==> config.mk <==
export PLATFORM = sky130hd
export DESIGN_NAME = muldiv_unit_flat
export DESIGN_NICKNAME = d
export VERILOG_FILES = /design/src/rtl/muldiv_if.sv /design/src/rtl/muldiv_unit.sv /design/src/flat_wrapper.sv
export SDC_FILE = /design/constraint.sdc
export NUM_CORES = 1
export LEC_CHECK = 0
export CAP_MARGIN = 5
export CORE_MARGIN = 2
export CORE_UTILIZATION = 30
export CTS_CLUSTER_SIZE = 20
export DETAILED_ROUTE_END_ITERATION = 7
export PLACE_DENSITY = 0.56
export SETUP_SLACK_MARGIN = 0.1
export SLEW_MARGIN = 30
export SYNTH_ARGS = -nofsm -noshare
export SYNTH_HDL_FRONTEND = slang
export SYNTH_SLANG_ARGS = --single-unit
export TNS_END_PERCENT = 1
==> constraint.sdc <==
create_clock -name clk -period 7.05 [get_ports clk]
set_clock_uncertainty 0.1 [all_clocks]
set_input_delay 2.115 -clock clk [delete_from_list [all_inputs] [get_ports clk]]
set_output_delay 2.115 -clock clk [all_outputs]
set_load 0.02 [all_outputs]
==> src/rtl/muldiv_if.sv <==
// Request/result bundle for the iterative multiply/divide unit.
// The master drives the request fields and the slave returns status and results.
interface muldiv_if #(
  parameter int WIDTH = 32
);
  logic             start;
  logic [3:0]       op;
  logic [WIDTH-1:0] op1;
  logic [WIDTH-1:0] op2;
  logic             busy;
  logic             done;
  logic [WIDTH-1:0] hi;
  logic [WIDTH-1:0] lo;

  modport master (output start, op, op1, op2, input busy, done, hi, lo);
  modport slave  (input start, op, op1, op2, output busy, done, hi, lo);
endinterface

==> src/rtl/muldiv_unit.sv <==
// Iterative HI/LO multiply/divide unit: shift-add multiply, restoring divide,
// one iteration per clock on operand magnitudes with sign correction at the end.
module muldiv_unit #(
  parameter int WIDTH = 32
) (
  input logic      clk,
  input logic      reset,
  muldiv_if.slave  bus
);

  localparam int CW = (WIDTH > 1) ? $clog2(WIDTH) : 1;
  localparam logic [CW-1:0] LAST_ITER = CW'(WIDTH - 1);

  typedef enum logic [1:0] {IDLE, RUN, DONE} state_t;

  localparam logic [3:0] OP_MULT  = 4'b0000;
  localparam logic [3:0] OP_MULTU = 4'b1001;
  localparam logic [3:0] OP_DIV   = 4'b1101;
  localparam logic [3:0] OP_DIVU  = 4'b1100;
  localparam logic [3:0] OP_MTHI  = 4'b0111;
  localparam logic [3:0] OP_MTLO  = 4'b1111;

  state_t           state;
  logic [CW-1:0]    cnt;
  logic             is_div;
  logic             neg_hi;   // negate product, or remainder (dividend sign)
  logic             neg_lo;   // negate quotient
  logic [WIDTH-1:0] acc;      // product upper half / partial remainder
  logic [WIDTH-1:0] lo_w;     // multiplier / dividend shifting into quotient
  logic [WIDTH-1:0] m;        // multiplicand / divisor magnitude

  function automatic logic [WIDTH-1:0] magnitude(input logic [WIDTH-1:0] v, input logic neg);
    return neg ? -v : v;
  endfunction

  // Request decode, only meaningful when a start is accepted.
  logic             op_signed;
  logic             op_is_div;
  logic             s1, s2;
  logic             op2_zero;

  assign op_signed = (bus.op == OP_MULT) || (bus.op == OP_DIV);
  assign op_is_div = (bus.op == OP_DIV) || (bus.op == OP_DIVU);
  assign s1        = op_signed & bus.op1[WIDTH-1];
  assign s2        = op_signed & bus.op2[WIDTH-1];
  assign op2_zero  = (bus.op2 == '0);

  // One iteration of either algorithm, plus the sign-corrected final result.
  logic [WIDTH:0]     sum;
  logic [WIDTH:0]     shifted;
  logic [WIDTH-1:0]   diff;
  logic               ge;
  logic [WIDTH-1:0]   acc_nxt;
  logic [WIDTH-1:0]   lo_nxt;
  logic [2*WIDTH-1:0] prod;
  logic [2*WIDTH-1:0] prod_fix;
  logic [WIDTH-1:0]   res_hi;
  logic [WIDTH-1:0]   res_lo;

  // NOTE: every always_comb output gets a default first so no path leaves it unassigned (no latch).
  always_comb begin
    sum      = {1'b0, acc} + {1'b0, (lo_w[0] ? m : '0)};
    shifted  = {acc, lo_w[WIDTH-1]};
    ge       = (shifted >= {1'b0, m});
    diff     = shifted[WIDTH-1:0] - m;
    acc_nxt  = sum[WIDTH:1];
    lo_nxt   = {sum[0], lo_w[WIDTH-1:1]};
    if (is_div) begin
      // A zero divisor always "fits", giving all-ones quotient and the dividend as remainder.
      acc_nxt = ge ? diff : shifted[WIDTH-1:0];
      lo_nxt  = {lo_w[WIDTH-2:0], ge};
    end
    prod     = {acc_nxt, lo_nxt};
    prod_fix = neg_hi ? -prod : prod;
    res_hi   = prod_fix[2*WIDTH-1:WIDTH];
    res_lo   = prod_fix[WIDTH-1:0];
    if (is_div) begin
      res_hi = neg_hi ? -acc_nxt : acc_nxt;
      res_lo = neg_lo ? -lo_nxt : lo_nxt;
    end
  end

  // NOTE: sequential state uses non-blocking assignments so every register samples pre-edge values.
  // NOTE: the datapath working registers are not reset; they are always loaded before use.
  always_ff @(posedge clk) begin
    if (reset) begin
      state    <= IDLE;
      cnt      <= '0;
      bus.busy <= 1'b0;
      bus.done <= 1'b0;
      bus.hi   <= '0;
      bus.lo   <= '0;
    end else begin
      case (state)
        RUN: begin
          acc  <= acc_nxt;
          lo_w <= lo_nxt;
          cnt  <= cnt + 1'b1;
          if (cnt == LAST_ITER) begin
            bus.hi   <= res_hi;
            bus.lo   <= res_lo;
            bus.busy <= 1'b0;
            bus.done <= 1'b1;
            state    <= DONE;
          end
        end
        default: begin
          // IDLE and DONE both accept a new request; DONE never lasts past one cycle.
          bus.done <= 1'b0;
          state    <= IDLE;
          if (bus.start) begin
            case (bus.op)
              OP_MULT, OP_MULTU, OP_DIV, OP_DIVU: begin
                is_div   <= op_is_div;
                neg_hi   <= op_is_div ? s1 : (s1 ^ s2);
                neg_lo   <= (s1 ^ s2) & ~op2_zero;
                acc      <= '0;
                lo_w     <= magnitude(bus.op1, s1);
                m        <= magnitude(bus.op2, s2);
                cnt      <= '0;
                bus.busy <= 1'b1;
                state    <= RUN;
              end
              OP_MTHI: bus.hi <= bus.op1;
              OP_MTLO: bus.lo <= bus.op1;
              default: ;
            endcase
          end
        end
      endcase
    end
  end

endmodule
==> src/flat_wrapper.sv <==
// flat-port wrapper written by rule: the top's interface ports become plain ports
module muldiv_unit_flat 
#(
  parameter int WIDTH = 32
)
  (clk, reset, bus_start, bus_op, bus_op1, bus_op2, bus_busy, bus_done, bus_hi, bus_lo);
  muldiv_if #(.WIDTH(WIDTH)) bus_i ();
  input logic clk;
  input logic reset;
  input wire logic [$bits(bus_i.start)-1:0] bus_start;
  input wire logic [$bits(bus_i.op)-1:0] bus_op;
  input wire logic [$bits(bus_i.op1)-1:0] bus_op1;
  input wire logic [$bits(bus_i.op2)-1:0] bus_op2;
  output wire logic [$bits(bus_i.busy)-1:0] bus_busy;
  output wire logic [$bits(bus_i.done)-1:0] bus_done;
  output wire logic [$bits(bus_i.hi)-1:0] bus_hi;
  output wire logic [$bits(bus_i.lo)-1:0] bus_lo;
  assign bus_i.start = bus_start;
  assign bus_i.op = bus_op;
  assign bus_i.op1 = bus_op1;
  assign bus_i.op2 = bus_op2;
  assign bus_busy = bus_i.busy;
  assign bus_done = bus_i.done;
  assign bus_hi = bus_i.hi;
  assign bus_lo = bus_i.lo;
  muldiv_unit #(.WIDTH(WIDTH)) u_core (.clk(clk), .reset(reset), .bus(bus_i));
endmodule
[After elaboration in Yosys (flattened, before gate mapping)]
Index checks and enable logic that the tools add are counted.
W data, S select, Z words.
Word-level totals
  register bits: 172
  input port bits: 71
  output and inout port bits: 66
  word-level logic and storage cells: 89
Cells by class
  add/sub/neg operators: 8
  magnitude comparators: 1
  eq/ne operators: 8
  muxes and demuxes: 37
  bitwise logic cells: 7
  reduce and logical (&&, ||, !) cells: 16
Operators by type and width (number)
  $mux W32: 24
  $neg A32 Y32: 4
  $mux W64: 1
  $neg A64 Y64: 1
  $add A32 B32 Y33: 1
  $ge A33 B32 Y1: 1
  $logic_not A32 Y1: 1
  $sub A32 B32 Y32: 1
  $eq A4 B4 Y1 const B: 4
  $mux W5: 3
  $reduce_and A3 Y1: 4
  $reduce_bool A2 Y1: 4
  $mux W1: 6
  $mux W2: 3
  $add A5 B1 Y5 const B: 1
  $eq A5 B5 Y1 const B: 1
  $eq A4 B3 Y1 const B: 1
  $logic_not A4 Y1: 1
  $reduce_and A4 Y1: 1
  $reduce_or A4 Y1: 1
  $and A1 B1 Y1: 3
  $not A1 Y1: 3
  $eq A2 B1 Y1 const B: 1
  $logic_or A1 B1 Y1: 2
  other kinds (4): 4

[Longest topological paths before layout]
  depth after elaboration: 8
  gate-level depth with buffers: 23
  depth with buffers taken out: 19

[Least setup slack after synthesis]
OpenSTA, ideal clock, no wires.
  kind: input -> register
  start point: input port bus_op[0]
  end point: register u_core.acc[0] (enable)
  library setup time: 0.486 ns
  arrival: 5.465 ns
  data required time: 6.464 ns
  setup slack: 0.999 ns
  stages on the path: 4
  path buffers: 0
  cells stage by stage: or3_1 a21oi_1 nor2_1 nor2_1
On the way
  cells in the longest elaborated chain, start to end: 4
  elaborated cells on any way between the ends: 7
  those cells by class: 3 x eq/ne; 4 x reduce/logical
RTL lines
  start: declaration: line flat_wrapper.sv:11  | input wire logic [$bits(bus_i.op)-1:0] bus_op;
  $eq A4 B4 Y1 or $logic_not A4 Y1 (tied branches): line muldiv_unit.sv:112  | case (bus.op)
  $reduce_or A4 Y1 *: line muldiv_unit.sv:112
  $reduce_bool A2 Y1 (no source line) *
  $reduce_and A3 Y1 (no source line) *
  end signal: assignment: line muldiv_unit.sv:96  | acc <= acc_nxt;
  end: declaration: line muldiv_unit.sv:28  | logic [WIDTH-1:0] acc;
Mark *: on every way between the ends. The rest lies on a longest branch, timed or not.
A chain may end at the register's enable or synchronous reset.

[Worst setup path in the final report]
  start point: register u_core.acc[25]
  end point: register u_core.bus.hi[22]
On the way
  cells in the longest elaborated chain, start to end: 8
  elaborated cells on any way between the ends: 11
  those cells by class: 2 x add/sub; 1 x order compare; 8 x mux
RTL lines
  $ge A33 B32 Y1 *: line muldiv_unit.sv:64  | ge = (shifted >= {1'b0, m});
  $mux W32: line muldiv_unit.sv:70  | acc_nxt = ge ? diff : shifted[WIDTH-1:0];
  $mux W32: line muldiv_unit.sv:68  | if (is_div) begin
  $neg A64 Y64 or $neg A32 Y32 (tied branches): line muldiv_unit.sv:74, muldiv_unit.sv:78
  $mux W64 or $mux W32 (tied branches): line muldiv_unit.sv:74, muldiv_unit.sv:78
  $mux W32 *: line muldiv_unit.sv:77  | if (is_div) begin
  $mux W32 *: line muldiv_unit.sv:99  | if (cnt == LAST_ITER) begin
  $mux W32 *: line muldiv_unit.sv:94  | case (state)
  end signal: assignment: line muldiv_unit.sv:100  | bus.hi <= res_hi;
  end signal: assignment: line muldiv_unit.sv:124  | OP_MTHI: bus.hi <= bus.op1;
  end: declaration: line muldiv_if.sv:16  | modport slave (input start, op, op1, op2, output busy, done, hi, lo);
Mark *: on every way between the ends. The rest lies on a longest branch, timed or not. The select of a mux whose other input is x is not followed.

==> out/results.txt <==
Vias in the first global route = 14500
Starting Density = 30.4%
Die X-Extent = 233 um
Vias = 15300
Proportion of layout cells with a drive suffix above 1 = 6.18%
Clk slew on worst S/H paths = 80 ps
Post-synth EDFFs = 99
Die Y = 233 um
Critical Path Source Type = flip-flop
Leakage = 0.00677 uW
Period utilization = 84.4%
Worst r2r dst = u_core.bus.hi[22]$_SDFFE_PP0P_
Congestion Overflow GR = 0
Slowest CP cell = or4_4
Worst-path cell chain = ha_1 > a21oi_1 > o211ai_1 > a2111oi_4 > o211a_4 > a31o_2 > ha_1 > o211ai_1 > and4bb_1 > a41oi_1 > nor2_1 > and3_1 > a41oi_1 > or3_1 > or4_4 > nor4_1 > mux2_1 > a211oi_1
Worst hold slack = 374 ps
Wire per inst = 21.0 um
RSZ-0062 raised after global routing = false
Final hold vios = 0
Fill count = 5463
Ys flop type = edfxtp_1
Req. time, crit path = 7340 ps
Clock latency on the worst-skew pair = 490 ps
Core area = 51500 um^2
Syn Area/Cell = 7.93 um^2
First drt pass iteration count = 5
Hold buffers post-CTS = 0
CTS tree = built
Post-synthesis cell area = 15700 um^2
Number of instances resized during post-cts repair = 0
Synth top area share = 19.0%
Worst slew pin tran = 992 ps
Synth Instances = 1975
Sw Share = 32.3%
Largest net degree at the start of global routing = 136
Drt drc = 0
Pwr dens = 151 nW/um^2
Worst r2r path cells = 18
Comb pwr share = 22.6%
Crit. End Element = flip-flop
Post-CTS Setup Bufs = 0
Sequential Power Share = 40.8%
HP Class = reg -> reg
Fraction of registers with async set/reset = 0%
Worst r2r src = u_core.acc[25]$_SDFFCE_PN0P_
R2R Setup Slk = 1100 ps
Post-synth net total = 2118
Setup TNS = 0 ps
Final ANT Viol Nets = 0
Area leader, netlist = edfxtp_1
Synth warn = 0
Synth top area cells = edfxtp_1 (19%), dfxtp_1 (9.3%), xnor2_1 (5.7%)
GPL Wtd Cong = 0.927
Antenna diode count = 0
CP Class = reg -> reg
Final-report max-slew violation count = 0
Hold-critical path endpoint = u_core.bus.hi[16]$_SDFFE_PP0P_
CP peak stage delay = 580 ps
First-pass GRT wire length = 86.2 mm
GRT Total Usage = 20.8%
Slew HR = 33.1%
PortBufs = 136
Num rows = 83
Clk root buf = clkbuf_16
Initial antenna violation count = 0
Internal power = 1870 uW
Initial DRC count = 1259
Clock power frac = 36.7%
Worst Hold Depth = 2
Sequential-to-total area share from yosys stat = 28.3%
Num ports = 137
Worst-path maximum fanout = 14
CP arrival = 6240 ps
Status = finished clean
Hold_sp = u_core.bus.hi[16]$_SDFFE_PP0P_
Distinct cells, synth = 100
NumNets Final = 2170
Max Buffers Root-to-Sink = 2
Commonest non-fill, non-tap cell in the layout = nand2_1
Fmax = 168 MHz
Via/cell ratio = 5.63
Max_cap viols = 0
Flops & latches, synth = 172
Most frequent cells in the layout = nand2_1 (218), nor2_1 (169), o21ai_0 (162)
WL final = 57.0 mm
DP HPWL = 42.9 mm
H-tree levels = 4
Total CTS buffers = 17
# setup viols final = 0
P_sw = 894 uW
Worst vdd ir = 158 uV
Layout area overhead = 16.4%
Die area = 54100 um^2
Fin crit period = 5950 ps
Clk sink count = 172
-- sequential cells by signal, indices dropped and copies added, names as in the netlist --
register,count
u_core.bus.hi,32
u_core.neg_lo,1
u_core.bus.done,1
u_core.acc,32
u_core.cnt,5
u_core.neg_hi,1
u_core.bus.lo,32
u_core.is_div,1
u_core.m,32
u_core.state,2
u_core.bus.busy,1
u_core.lo_w,32
-- critical path: cells and delay by family, from the launching register on --
kind / cells / cell delay (ps)
mux: 1 / 360
fa+ha+maj: 2 / 620
compound gates: 9 / 2140
simple gates: 6 / 2180
flops: 1 / 430
-- cell usage after synthesis (5+ instances only) --
library cell  instances
and3_1               22
o21ai_0             163
edfxtp_1             99
nor3b_1               9
xor2_1               73
o21a_1               19
nor4_1               16
clkbuf_1             91
nor2b_1              10
o31ai_1              29
o211ai_1             41
a21boi_0              7
nand2b_1             15
mux2_2               20
nand3b_1              5
nor3_1               46
o21bai_1             10
a21oi_1             144
o22ai_1               6
nor2_1              171
nand3_1              33
inv_1                69
buf_2                20
mux2i_1              34
ha_1                 70
xnor2_1             102
a31oi_1              32
nand2_1             218
or2_2                 7
a221oi_1              6
a21o_1               26
or4_1                 5
a211oi_1             22
dfxtp_1              73
o21ai_1              11
and2_1               62
and4_1                5
o41ai_1              10
buf_1                12
a311oi_1             21
or3_1                21
nand4_1              18
-- metal layers --
| metal | wire, um | vias to the layer above | track usage (%) | part of all wire [%] |
|---|---|---|---|---|
| li1 | - | 7322 | - | - |
| met1 | 25500 | 7402 | 27.8 | 45 |
| met2 | 26500 | 505 | 33.7 | 46 |
| met3 | 3220 | 81 | 2.94 | 5.6 |
| met4 | 1770 | 0 | 8.12 | 3.1 |
| met5 | 0 | - | 0 | 0 |
-- metrics by stage --
stage | std cells | power (uW) | util (%) | setup WS (ps) | area (um^2)
floorplan | 1975 | 1540 | - | 999 | 15700
global placement | 2685 | 1760 | 34.1 | 1390 | 17600
detailed placement | 2688 | 1760 | 34.2 | 1240 | 17600
CTS | 2720 | 2770 | 35.4 | 1200 | 18200
global route | 2720 | 2870 | 35.4 | 713 | 18200
finish | 2720 | 2760 | 35.4 | 1100 | 18200
-- power groups by stage --
stage                     clock (uW)  combinational, uW  sequential (uW)
after global routing            1060                679             1130
after floorplan                    0                395             1140
after CTS                       1030                620             1130
after global placement             0                611             1150
after detailed placement           0                616             1150
final                           1010                623             1130
-- how the worst max path moves through the flow --
| stage | endpoint | slack, ps | depth (start not counted) | startpoint |
|---|---|---|---|---|
| detailed placement | u_core.bus.hi[22]$_SDFFE_PP0P_ | 1240 | 18 | u_core.acc[17]$_SDFFCE_PN0P_ |
| finish | u_core.bus.hi[22]$_SDFFE_PP0P_ | 1100 | 18 | u_core.acc[25]$_SDFFCE_PN0P_ |
| floorplan | u_core.acc[0]$_SDFFCE_PN0P_ | 1000 | 4 | bus_op[0] |
| CTS | u_core.bus.hi[22]$_SDFFE_PP0P_ | 1200 | 18 | u_core.acc[25]$_SDFFCE_PN0P_ |
| global placement | u_core.bus.hi[22]$_SDFFE_PP0P_ | 1390 | 18 | u_core.acc[19]$_SDFFCE_PN0P_ |
| global route | u_core.bus.hi[22]$_SDFFE_PP0P_ | 710 | 18 | u_core.acc[25]$_SDFFCE_PN0P_ |
-- area by class of cell --
class	count	area (um^2)	area share, %
multi-input combinational	1606	10500	57.5
sequential	172	4430	24.3
timing repair buffer	161	1610	8.81
tap	680	851	4.66
clock buffer	22	518	2.84
inverter	69	259	1.42
clock inverter	10	86.3	0.473
-- logic make-up (layout without fill, tap and decap cells) --
kind of cell / count (synthesis) / after routing / share of synthesized area, %
AOI/OAI and AO/OA: 615 / 615 / 25.9
xor gates and xnor gates: 175 / 175 / 9.78
adders and majority gates: 72 / 72 / 5.85
buffers and inverters: 197 / 262 / 5.05
DFF: 172 / 172 / 28.3
muxes: 55 / 55 / 3.68
and+or+nand+nor: 689 / 689 / 21.4
No activity file was read; power rests on OpenSTA's default activity.
